### config.mk
export PLATFORM = sky130hd
export DESIGN_NAME = done_collector
export DESIGN_NICKNAME = d
export VERILOG_FILES = /design/src/rtl/done_collector.sv
export SDC_FILE = /design/constraint.sdc
export NUM_CORES = 1
export LEC_CHECK = 0
export ABC_AREA = 1
export CORE_UTILIZATION = 48
export DETAILED_ROUTE_END_ITERATION = 8
export MAX_ROUTING_LAYER = met4
export PLACE_DENSITY = 0.75
export REMOVE_ABC_BUFFERS = 1
export SKIP_LAST_GASP = 1
export SLEW_MARGIN = 20
export SYNTH_ARGS = -nofsm -noshare
export SYNTH_HDL_FRONTEND = slang
export SYNTH_SLANG_ARGS = --single-unit
### constraint.sdc
create_clock -name clk -period 1.5 [get_ports clk]
set_clock_uncertainty 0.1 [all_clocks]
set_input_delay 0.3 -clock clk [delete_from_list [all_inputs] [get_ports clk]]
set_output_delay 0.3 -clock clk [all_outputs]
set_load 0.02 [all_outputs]
### src/rtl/done_collector.sv
// done_collector: gathers per-channel completion flags over a round opened by start.
//
// A round opens on start and captures ch_mask as the set of participating channels.
// Each masked channel's ch_done is latched (sticky), so channels may report on different
// cycles and may pulse or hold a level. When every masked channel has reported, a
// one-cycle done pulse is issued and the round counter advances. If the round is still
// incomplete after TIMEOUT collect cycles, a one-cycle timeout pulse is issued instead,
// and pending keeps the missing channels until the next start.
//
// Ports:
//   clk      in   system clock, rising edge
//   rst_n    in   asynchronous active-low reset
//   start    in   opens a new round (a held level restarts on every cycle)
//   ch_mask  in   participating channels, sampled only with start
//   ch_done  in   per-channel completion flags
//   busy     out  a round is collecting
//   done     out  one-cycle pulse: all masked channels reported
//   timeout  out  one-cycle pulse: round expired incomplete
//   pending  out  masked channels not yet reported (missing set after a timeout)
//   rounds   out  count of successfully completed rounds, wraps
//
// All outputs are registered.

module done_collector #(
  parameter int unsigned N_CH    = 4,
  parameter int unsigned TIMEOUT = 200,
  parameter int unsigned CNT_W   = 8,
  parameter int unsigned RND_W   = 16
) (
  input  logic             clk,
  input  logic             rst_n,
  input  logic             start,
  input  logic [N_CH-1:0]  ch_mask,
  input  logic [N_CH-1:0]  ch_done,
  output logic             busy,
  output logic             done,
  output logic             timeout,
  output logic [N_CH-1:0]  pending,
  output logic [RND_W-1:0] rounds
);

  // Elaboration-time parameter sanity.
  if (TIMEOUT < 2) begin : g_bad_timeout
    $error("done_collector: TIMEOUT must be at least 2");
  end
  if ((TIMEOUT - 1) >= (64'd1 << CNT_W)) begin : g_bad_cnt_w
    $error("done_collector: CNT_W too narrow for TIMEOUT-1");
  end

  localparam logic [CNT_W-1:0] CntLast = CNT_W'(TIMEOUT - 1);

  typedef enum logic [0:0] {StIdle, StCollect} state_e;

  state_e state_q, state_d;

  logic [N_CH-1:0]  mask_q, mask_d;
  logic [N_CH-1:0]  seen_q, seen_d;
  logic [CNT_W-1:0] cnt_q, cnt_d;
  logic             busy_q, busy_d;
  logic             done_q, done_d;
  logic             timeout_q, timeout_d;
  logic [N_CH-1:0]  pending_q, pending_d;
  logic [RND_W-1:0] rounds_q, rounds_d;

  // Shared round-status terms.
  logic [N_CH-1:0] hit;
  logic [N_CH-1:0] nseen;
  logic            all_seen;
  logic            expired;
  logic            mask_empty;

  always_comb begin
    hit        = ch_done & mask_q;  // flags outside the round's mask never count
    nseen      = seen_q | hit;
    all_seen   = (nseen == mask_q);
    expired    = (cnt_q == CntLast);
    mask_empty = (ch_mask == '0);
  end

  // ---------------------------------------------------------------------------
  // FSM state register
  // ---------------------------------------------------------------------------
  always_ff @(posedge clk or negedge rst_n) begin
    if (!rst_n) begin
      state_q <= StIdle;
    end else begin
      state_q <= state_d;
    end
  end

  // ---------------------------------------------------------------------------
  // FSM next state
  // ---------------------------------------------------------------------------
  always_comb begin
    state_d = state_q;
    if (start) begin
      // An empty mask completes at once, so it never enters the collect state.
      state_d = mask_empty ? StIdle : StCollect;
    end else if (state_q == StCollect) begin
      if (all_seen || expired) begin
        state_d = StIdle;
      end
    end
  end

  // ---------------------------------------------------------------------------
  // FSM outputs and datapath next state
  // ---------------------------------------------------------------------------
  always_comb begin
    mask_d    = mask_q;
    seen_d    = seen_q;
    cnt_d     = cnt_q;
    busy_d    = busy_q;
    done_d    = 1'b0;
    timeout_d = 1'b0;
    pending_d = pending_q;
    rounds_d  = rounds_q;

    if (start) begin
      // start wins over everything: a running round is abandoned without a pulse.
      // ch_done on this edge is deliberately not credited to the new round.
      mask_d = ch_mask;
      seen_d = '0;
      cnt_d  = '0;
      if (mask_empty) begin
        busy_d    = 1'b0;
        done_d    = 1'b1;
        pending_d = '0;
        rounds_d  = rounds_q + RND_W'(1);
      end else begin
        busy_d    = 1'b1;
        pending_d = ch_mask;
      end
    end else if (state_q == StCollect) begin
      if (all_seen) begin
        // Completion takes priority over an expiry on the same edge.
        busy_d    = 1'b0;
        done_d    = 1'b1;
        pending_d = '0;
        rounds_d  = rounds_q + RND_W'(1);
      end else if (expired) begin
        busy_d    = 1'b0;
        timeout_d = 1'b1;
        pending_d = mask_q & ~nseen;
      end else begin
        seen_d    = nseen;
        pending_d = mask_q & ~nseen;
        cnt_d     = cnt_q + CNT_W'(1);
      end
    end
  end

  // ---------------------------------------------------------------------------
  // Datapath and output registers
  // ---------------------------------------------------------------------------
  always_ff @(posedge clk or negedge rst_n) begin
    if (!rst_n) begin
      mask_q    <= '0;
      seen_q    <= '0;
      cnt_q     <= '0;
      busy_q    <= 1'b0;
      done_q    <= 1'b0;
      timeout_q <= 1'b0;
      pending_q <= '0;
      rounds_q  <= '0;
    end else begin
      mask_q    <= mask_d;
      seen_q    <= seen_d;
      cnt_q     <= cnt_d;
      busy_q    <= busy_d;
      done_q    <= done_d;
      timeout_q <= timeout_d;
      pending_q <= pending_d;
      rounds_q  <= rounds_d;
    end
  end

  assign busy    = busy_q;
  assign done    = done_q;
  assign timeout = timeout_q;
  assign pending = pending_q;
  assign rounds  = rounds_q;

endmodule
---- After elaboration in Yosys (flattened, before gate mapping) ----
Index checks and enable logic that the tools add are counted.
storage, ports and cells
  register bits after elaboration ......... 40
  RAM bits ................................ 0
  output and inout bits ................... 23
  ROM bits ................................ 0
  latch bits .............................. 0
  logic and storage cells ................. 60
  memories ................................ 0
cells by class
  add/sub/neg operators ................... 2
  order comparisons ....................... 0
  div/mod/pow operators ................... 0
  shift-type cells ........................ 0
  reductions and logical operators ........ 8
  bitwise logic cells ..................... 4
  mux-type cells .......................... 32
  $mul .................................... 0
  eq/ne operators ......................... 5
operators by type and width
  cell                     number
  $mux W16                 4
  $mux W4                  8
  $mux W8                  4
  $add A16 B1 Y16 const B  1
  $mux W1                  16
  $add A8 B1 Y8 const B    1
  $and A4 B4 Y4            2
  $eq A8 B8 Y1 const B     1
  $reduce_and A3 Y1        2
  $eq A4 B4 Y1             1
  $logic_not A4 Y1         1
  $ne A2 B2 Y1 const B     2
  $not A4 Y4               1
  $or A4 B4 Y4             1
  $reduce_bool A2 Y1       2
  $reduce_bool A3 Y1       1
  $ne A2 B1 Y1 const B     1
  $reduce_and A2 Y1        1
  $logic_or A1 B1 Y1       1

---- Depth between registers and ports, before layout ----
Gate-level depths: netlist of the first run.
  depth in word-level cells ............... 7
  depth in mapped cells ................... 10
  gate-level depth less buffers ........... 9

---- Worst setup path after synthesis of the first run ----
OpenSTA, ideal clock, no wires.
  path kind ............................... reg2reg
  start point ............................. register mask_q[3]
  end point ............................... register rounds_q[0] (netlist: rounds[0])
  setup slack ............................. -0.111 ns
  stages on the path, launching flop included .. 9
  buffers on the path ..................... 1
  arrival ................................. 1.377 ns
  period minus slack after synthesis ...... 1.611 ns
  cells stage by stage .................... dfrtp_1 a21oi_1 ha_1 nand2_1 nor2_1 nand3_1 nand2_2 buf_4 xor2_1
between the ends
  longest elaborated chain between the ends .. 5
RTL lines
  what                                     line  RTL
  start: declaration                       56    logic [N_CH-1:0] mask_q, mask_d;
  start signal: assignment                 167   mask_q <= mask_d;
  $and A4 B4 Y4                            73    hit = ch_done & mask_q;
  $or A4 B4 Y4                             74    nseen = seen_q | hit;
  $eq A4 B4 Y1 (*)                         75    all_seen = (nseen == mask_q);
  $reduce_bool A2 Y1 (no source line) (*)  -
  $reduce_and A3 Y1 (no source line) (*)   -
  end signal: assignment                   174   rounds_q <= rounds_d;
  end: declaration                         63    logic [RND_W-1:0] rounds_q, rounds_d;
Mark *: on every way between the ends. The rest lies on a longest branch, timed or not.
A chain may end at the register's enable or synchronous reset.

---- Worst setup path in the final report of the first run ----
  start point ............................. register mask_q[2]
  end point ............................... register cnt_q[5]
between the ends
  longest elaborated chain between the ends .. 5
RTL lines
  what                                    line  RTL
  $and A4 B4 Y4                           73
  $or A4 B4 Y4                            74
  $eq A4 B4 Y1 (*)                        75
  $ne A2 B2 Y1 (no source line) (*)       -
  $reduce_and A3 Y1 (no source line) (*)  -
  end signal: assignment                  169   cnt_q <= cnt_d;
  end: declaration                        58    logic [CNT_W-1:0] cnt_q, cnt_d;
Marks and branches as above.

==> results.py, run 1 <==
metrics = {
    "layout": {
        "fillers": 342,
        "syn2layout_area_growth_pct": 35.6,
        "n_antenna_cell": 0,
        "fin_util_pct": 70.1,
        "drive_gt1_share_pct": 22.6,
        "fin_nets": 354,
    },
    "sta": {
        "setup_ws_ps": -265,
        "rsz0062_at_grt": "yes",
        "setup_violations": 34,
        "fin_crit_sh_pct": 118,
        "fmax_mhz": 566,
        "worst_pin_slew_ps": 387,
        "slew_violations": 0,
        "hold_slack_ps": 321,
        "final.min_clock_period_ps": 1770,
        "timing_hold_violations_final": 0,
        "slew_headroom_pct": 74.1,
    },
    "route": {
        "wl_met3_um": 138,
        "top_layer": "met4",
        "avgRoutedWirePerCell_um": 13.0,
        "wl_met1_mm": 2.30,
        "ant_nets": 0,
        "finalWirelength_mm": 5.05,
        "vias": 1952,
        "vias_per_cell": 5.04,
        "drcViolationCount": 0,
        "met2WireLength_mm": 2.53,
        "firstDrtPassIters": 4,
        "drt-initial-drc-count": 132,
    },
    "worst_setup_path": {
        "end_kind": "flop",
        "required_ps": 1640,
        "critPathKind": "flop to flop",
        "cp-start-kind": "flop",
        "crit_arrival_ps": 1900,
        "crit_fanout": 5,
    },
    "floorplan": {
        "rows": 23,
        "die_w_um": 68.8,
        "dieArea_mm2": 0.00473,
        "fp.dieH_um": 68.8,
        "start_util_pct": 51.7,
        "ioPinCount": 34,
        "core-area_mm2": 0.00414,
    },
    "power_and_ir_drop": {
        "p_leak_nw": 1.51,
        "peakVddDrop_mv": 0.530,
        "powerDensity_mw_per_mm2": 996,
    },
    "grt": {
        "grt_overflow": 0,
        "grt_pass1_wl_mm": 7.96,
        "grt_usage_pct": 23.9,
        "grt_pass1_vias": 1854,
        "antenna_found_initial": 0,
        "grt_max_degree": 41,
    },
    "synthesis": {
        "yosysWarnings": 0,
        "synthesis.area_mm2": 0.00214,
        "postSynthAreaPerCell_um2": 7.93,
        "ys_types": 25,
        "synth_cells": 270,
        "ys_seq_area_share_pct": 46.7,
        "ys_seq_elements": 40,
    },
    "clock_tree": {
        "insertion_delay_ps": 290,
        "cts_tree": "built",
        "clkTransAtPathRegs_ps": 70,
        "numCtsBuffers": 5,
        "clockBufferDepth": 2,
        "cts.sinks": 40,
        "cts_root_buf": "clkbuf_8",
        "h-tree-depth": 2,
    },
    "outcome": {
        "violations": "negative setup slack",
        "status": "finished with violations",
    },
    "place": {
        "port_buffers": 33,
        "hpwl_mm": 3.44,
        "gp_congestion": 0.838,
        "post-place-ws_ps": -631,
    },
    "worst_hold_path": {
        "hold_path.class": "input pin to flop",
    },
    "flow_run": {
        "drv_cap": 0,
    },
}
[path summary, 6_finish.rpt]
path | startpoint | end | slack, ps | depth (start not counted)
max in group asynchronous | rst_n | rounds[12] | 700 | 3
setup / recovery | mask_q[2] | cnt_q[5] | -270 | 9
hold reg to reg | pending[2] | pending[2] | 390 | 2
setup reg to reg | mask_q[2] | cnt_q[5] | -270 | 9
hold / removal | ch_done[0] | seen_q[0] | 320 | 3
min in group asynchronous | rst_n | seen_q[3] | 400 | 3
[cells by family after synthesis]
logic type | Yosys count | share of synthesized area [%]
AOI/OAI and AO/OA | 17 | 5.02
and+or+nand+nor | 178 | 37.2
adders and majority gates | 6 | 3.50
buffers and inverters | 22 | 4.67
DFF | 40 | 46.7
xor gates and xnor gates | 7 | 2.86
[per-layer routing]
layer  GRT usage, %  up-vias
li1               -      996
met2           38.5       32
met1           30.2      917
met4           9.18        0
met3           3.95        7
met5              -        -
[Yosys cell counts, drive strengths merged]
| cell type | count | area share [%] |
|---|---|---|
| ha | 6 | 3.5 |
| buf | 5 | 1.6 |
| a21oi | 4 | 0.93 |
| nand3 | 24 | 5.6 |
| dfrtp | 40 | 47 |
| xor2 | 4 | 1.6 |
| inv | 16 | 2.8 |
| nand3b | 8 | 2.8 |
| a31oi | 1 | 0.29 |
| and3 | 1 | 0.29 |
| nor2 | 32 | 7.6 |
| clkinv | 1 | 0.23 |
| nor3 | 1 | 0.23 |
| xnor2 | 3 | 1.2 |
| o21ai | 11 | 3.4 |
| o21bai | 1 | 0.35 |
| nand2 | 109 | 20 |
| nand4 | 3 | 0.88 |
[layout by cell type, fill, tap and decap left out]
cell type / instances
a21oi_1: 1
a21oi_2: 3
a31oi_1: 1
and3_1: 1
buf_12: 1
buf_2: 2
buf_4: 24
buf_6: 4
clkbuf_1: 1
clkbuf_2: 1
clkbuf_8: 5
clkdlybuf4s15_1: 1
clkdlybuf4s50_1: 5
clkinv_2: 2
dfrtp_1: 40
dlygate4sd2_1: 25
dlygate4sd3_1: 1
ha_1: 6
inv_1: 16
nand2_1: 91
nand2_2: 14
nand2_4: 4
nand3_1: 19
nand3_2: 5
nand3b_1: 8
nand4_1: 3
nor2_1: 28
nor2_2: 1
nor2_4: 2
nor2_8: 2
nor3_1: 1
o21ai_0: 5
o21ai_2: 5
o21ai_4: 1
o21bai_1: 1
xnor2_1: 3
xor2_1: 4
[final cells by class]
class | count | area, um^2 | share of cell area [%]
repair buffers | 64 | 549 | 18.9
clock inverters | 1 | 5.00 | 0.172
well taps | 50 | 62.6 | 2.15
multi-input cells | 209 | 1150 | 39.6
inverters | 17 | 65.1 | 2.24
flip-flops and latches | 40 | 1000 | 34.5
clock buffers | 6 | 72.6 | 2.50
[flip-flops by register name (all words and copies together) (netlist names)]
register  cells
rounds       16
cnt_q         8
mask_q        4
pending       4
seen_q        4
busy          1
done          1
state_q       1
timeout       1
[what timing repair did]
action                     CTS  global route
pin swaps                   11             6
resized for setup           43            19
cloned                       2             0
buffers inserted             2             0
setup endpoints to repair   57            36
hold endpoints to repair    40             0
hold buffers                 1             0
[through the flow]
stage	std cells	TNS (ps)	cell area, um^2	power [mW]
2_1_floorplan	265	-3270	2110	1.77
3_3_place_gp	375	-17610	2710	2.17
3_5_place_dp	375	-19140	2710	2.19
4_1_cts	387	-6270	2850	2.88
5_1_grt	387	-9960	2910	3.06
6_report	387	-6670	2910	2.90
[worst max-delay path: stages, from the launching register on]
cell and delay [ps]:
dfrtp_1 420, a21oi_2 170, ha_1 260, nand2_2 90, buf_4 120, o21ai_4 70, buf_6 140, nor2_4 170
nand3_2 90, nand2_1 80
[where the power goes]
group	switching (mW)	total (mW)	internal [mW]
combinational	0.518	0.883	0.365
clock	0.374	0.691	0.317
sequential	0.118	1.32	1.20
total	1.01	2.90	1.88
No activity file was read; power rests on OpenSTA's default activity.
==> inputs of run 2 (changes only) <==
- CORE_MARGIN: unset -> 3
- SKIP_CTS_REPAIR_TIMING: unset -> 1
==> run 2 against run 1 <==
Combinational power down 2%. Via count down 0.36%. Final cell count down 0.26%. Sequential cell count unchanged. Hold slack worse by 110 ps. Sequential power about the same. Largest power group unchanged. Sequential share of layout area down 0.32 points. The run still ends with negative setup slack left. Highest routed layer unchanged.
==> results.py, run 2 (synthesis gave the netlist of run 1 again) <==
metrics = {
    "outcome": {
        "status": "finished with violations",
        "violations": "negative setup slack",
    },
    "layout": {
        "fin_nets": 352,
        "final_cells": 386,
        "n_antenna_cell": 0,
        "fillers": 340,
        "fin_util_pct": 70.8,
        "layout_common_cells": "100 x nand2_1, 40 x dfrtp_1, 27 x nor2_1, 27 x dlymetal6s2s_1, 26 x buf_4",
        "syn2layout_area_growth_pct": 36.9,
        "final_common_cell": "nand2_1",
        "largest_reg_flops": 16,
        "drive_gt1_share_pct": 17.6,
    },
    "sta": {
        "setup_violations": 33,
        "hold_slack_ps": 207,
        "fmax_mhz": 590,
        "slew_headroom_pct": 73.0,
        "fin_setup_tns_ps": -4980,
        "worst_pin_slew_ps": 404,
        "fin_crit_sh_pct": 113,
        "final.min_clock_period_ps": 1700,
        "rsz0062_at_grt": "yes",
        "timing_hold_violations_final": 0,
        "slew_violations": 0,
        "setup_ws_ps": -196,
    },
    "power_and_ir_drop": {
        "peakVddDrop_mv": 0.514,
        "power_mw": 2.93,
        "powerDensity_mw_per_mm2": 1000,
        "p_leak_nw": 1.77,
    },
    "clock_tree": {
        "numCtsBuffers": 5,
        "clkTransAtPathRegs_ps": 70,
        "cts_tree": "built",
        "clockBufferDepth": 2,
        "insertion_delay_ps": 290,
        "cts.sinks": 40,
        "cts_root_buf": "clkbuf_8",
        "h-tree-depth": 2,
    },
    "floorplan": {
        "ioPinCount": 34,
        "core-area_mm2": 0.00414,
        "rows": 23,
        "fp.dieH_um": 72.8,
        "dieArea_mm2": 0.00530,
        "die_w_um": 72.8,
        "start_util_pct": 51.7,
    },
    "place": {
        "hpwl_mm": 3.43,
        "gp_congestion": 0.835,
        "placedCellCount": 377,
        "port_buffers": 33,
    },
    "route": {
        "firstDrtPassIters": 4,
        "ant_nets": 0,
        "drcViolationCount": 0,
        "avgRoutedWirePerCell_um": 12.5,
        "vias_per_cell": 5.04,
        "finalWirelength_mm": 4.83,
        "vias": 1945,
        "drt-initial-drc-count": 128,
    },
    "worst_setup_path": {
        "crit_arrival_ps": 1810,
        "reg2regPathDepth": 7,
        "critPathKind": "flop to flop",
        "endpoint": "seen_q[2]",
        "crit_fanout": 10,
        "cp-start-kind": "flop",
        "critPathLaunch": "mask_q[3]",
        "regToRegEndpoint": "seen_q[2]",
        "end_kind": "flop",
        "reg2reg_slack_ps": -200,
        "required_ps": 1620,
        "rr_startpoint": "mask_q[3]",
    },
    "grt": {
        "grt_usage_pct": 20.3,
        "grt_pass1_vias": 1857,
        "grt_max_degree": 41,
        "grt_pass1_wl_mm": 8.16,
        "antenna_found_initial": 0,
        "grt_overflow": 0,
    },
    "worst_hold_path": {
        "hold_path.class": "input pin to flop",
        "hold_path.startpoint": "ch_done[3]",
    },
    "flow_run": {
        "drv_cap": 0,
    },
}
## run 2: area by class of cell
type,instances,area [um^2],share of cell area (%)
multi-input cells,208,1070,36.6
flip-flops and latches,40,1000,34.1
repair buffers,63,641,21.8
clock buffers,8,90.1,3.07
inverters,17,65.1,2.22
well taps,50,62.6,2.13
## run 2: worst min path at each step
stage	slack (ps)	depth (start not counted)	end
floorplan	-100	0	busy
global placement	180	2	rounds[5]
detailed placement	190	2	rounds[5]
CTS	-130	2	rounds[5]
global route	230	3	seen_q[3]
finish	210	3	seen_q[3]
## run 2: critical path, cell delays in order (launching register included)
cell,delay [ps]
dfrtp_1,410
a21oi_1,170
ha_1,260
nand2_2,100
o21ai_2,100
nor2_8,220
nand2_4,120
o21ai_2,140
## run 2: where the power goes
part | leakage (nW) | internal [mW] | switching, mW
registers | 0.528 | 1.20 | 0.118
logic | 1.20 | 0.393 | 0.469
clock network | 0.0455 | 0.376 | 0.373
## run 2: through the flow
stage,area [um^2],setup slack (ps)
2_1_floorplan,2110,-263
3_3_place_gp,2730,-560
3_5_place_dp,2730,-624
4_1_cts,2820,-312
5_1_grt,2930,-314
6_report,2930,-196
## run 2: layer usage
metal	global-route usage [%]	vias to the layer above	part of all wire (%)
li1	-	988	-
met1	27.4	918	46
met2	31.5	34	49
met3	4.55	5	3.9
met4	4.30	0	0.95
met5	-	-	0
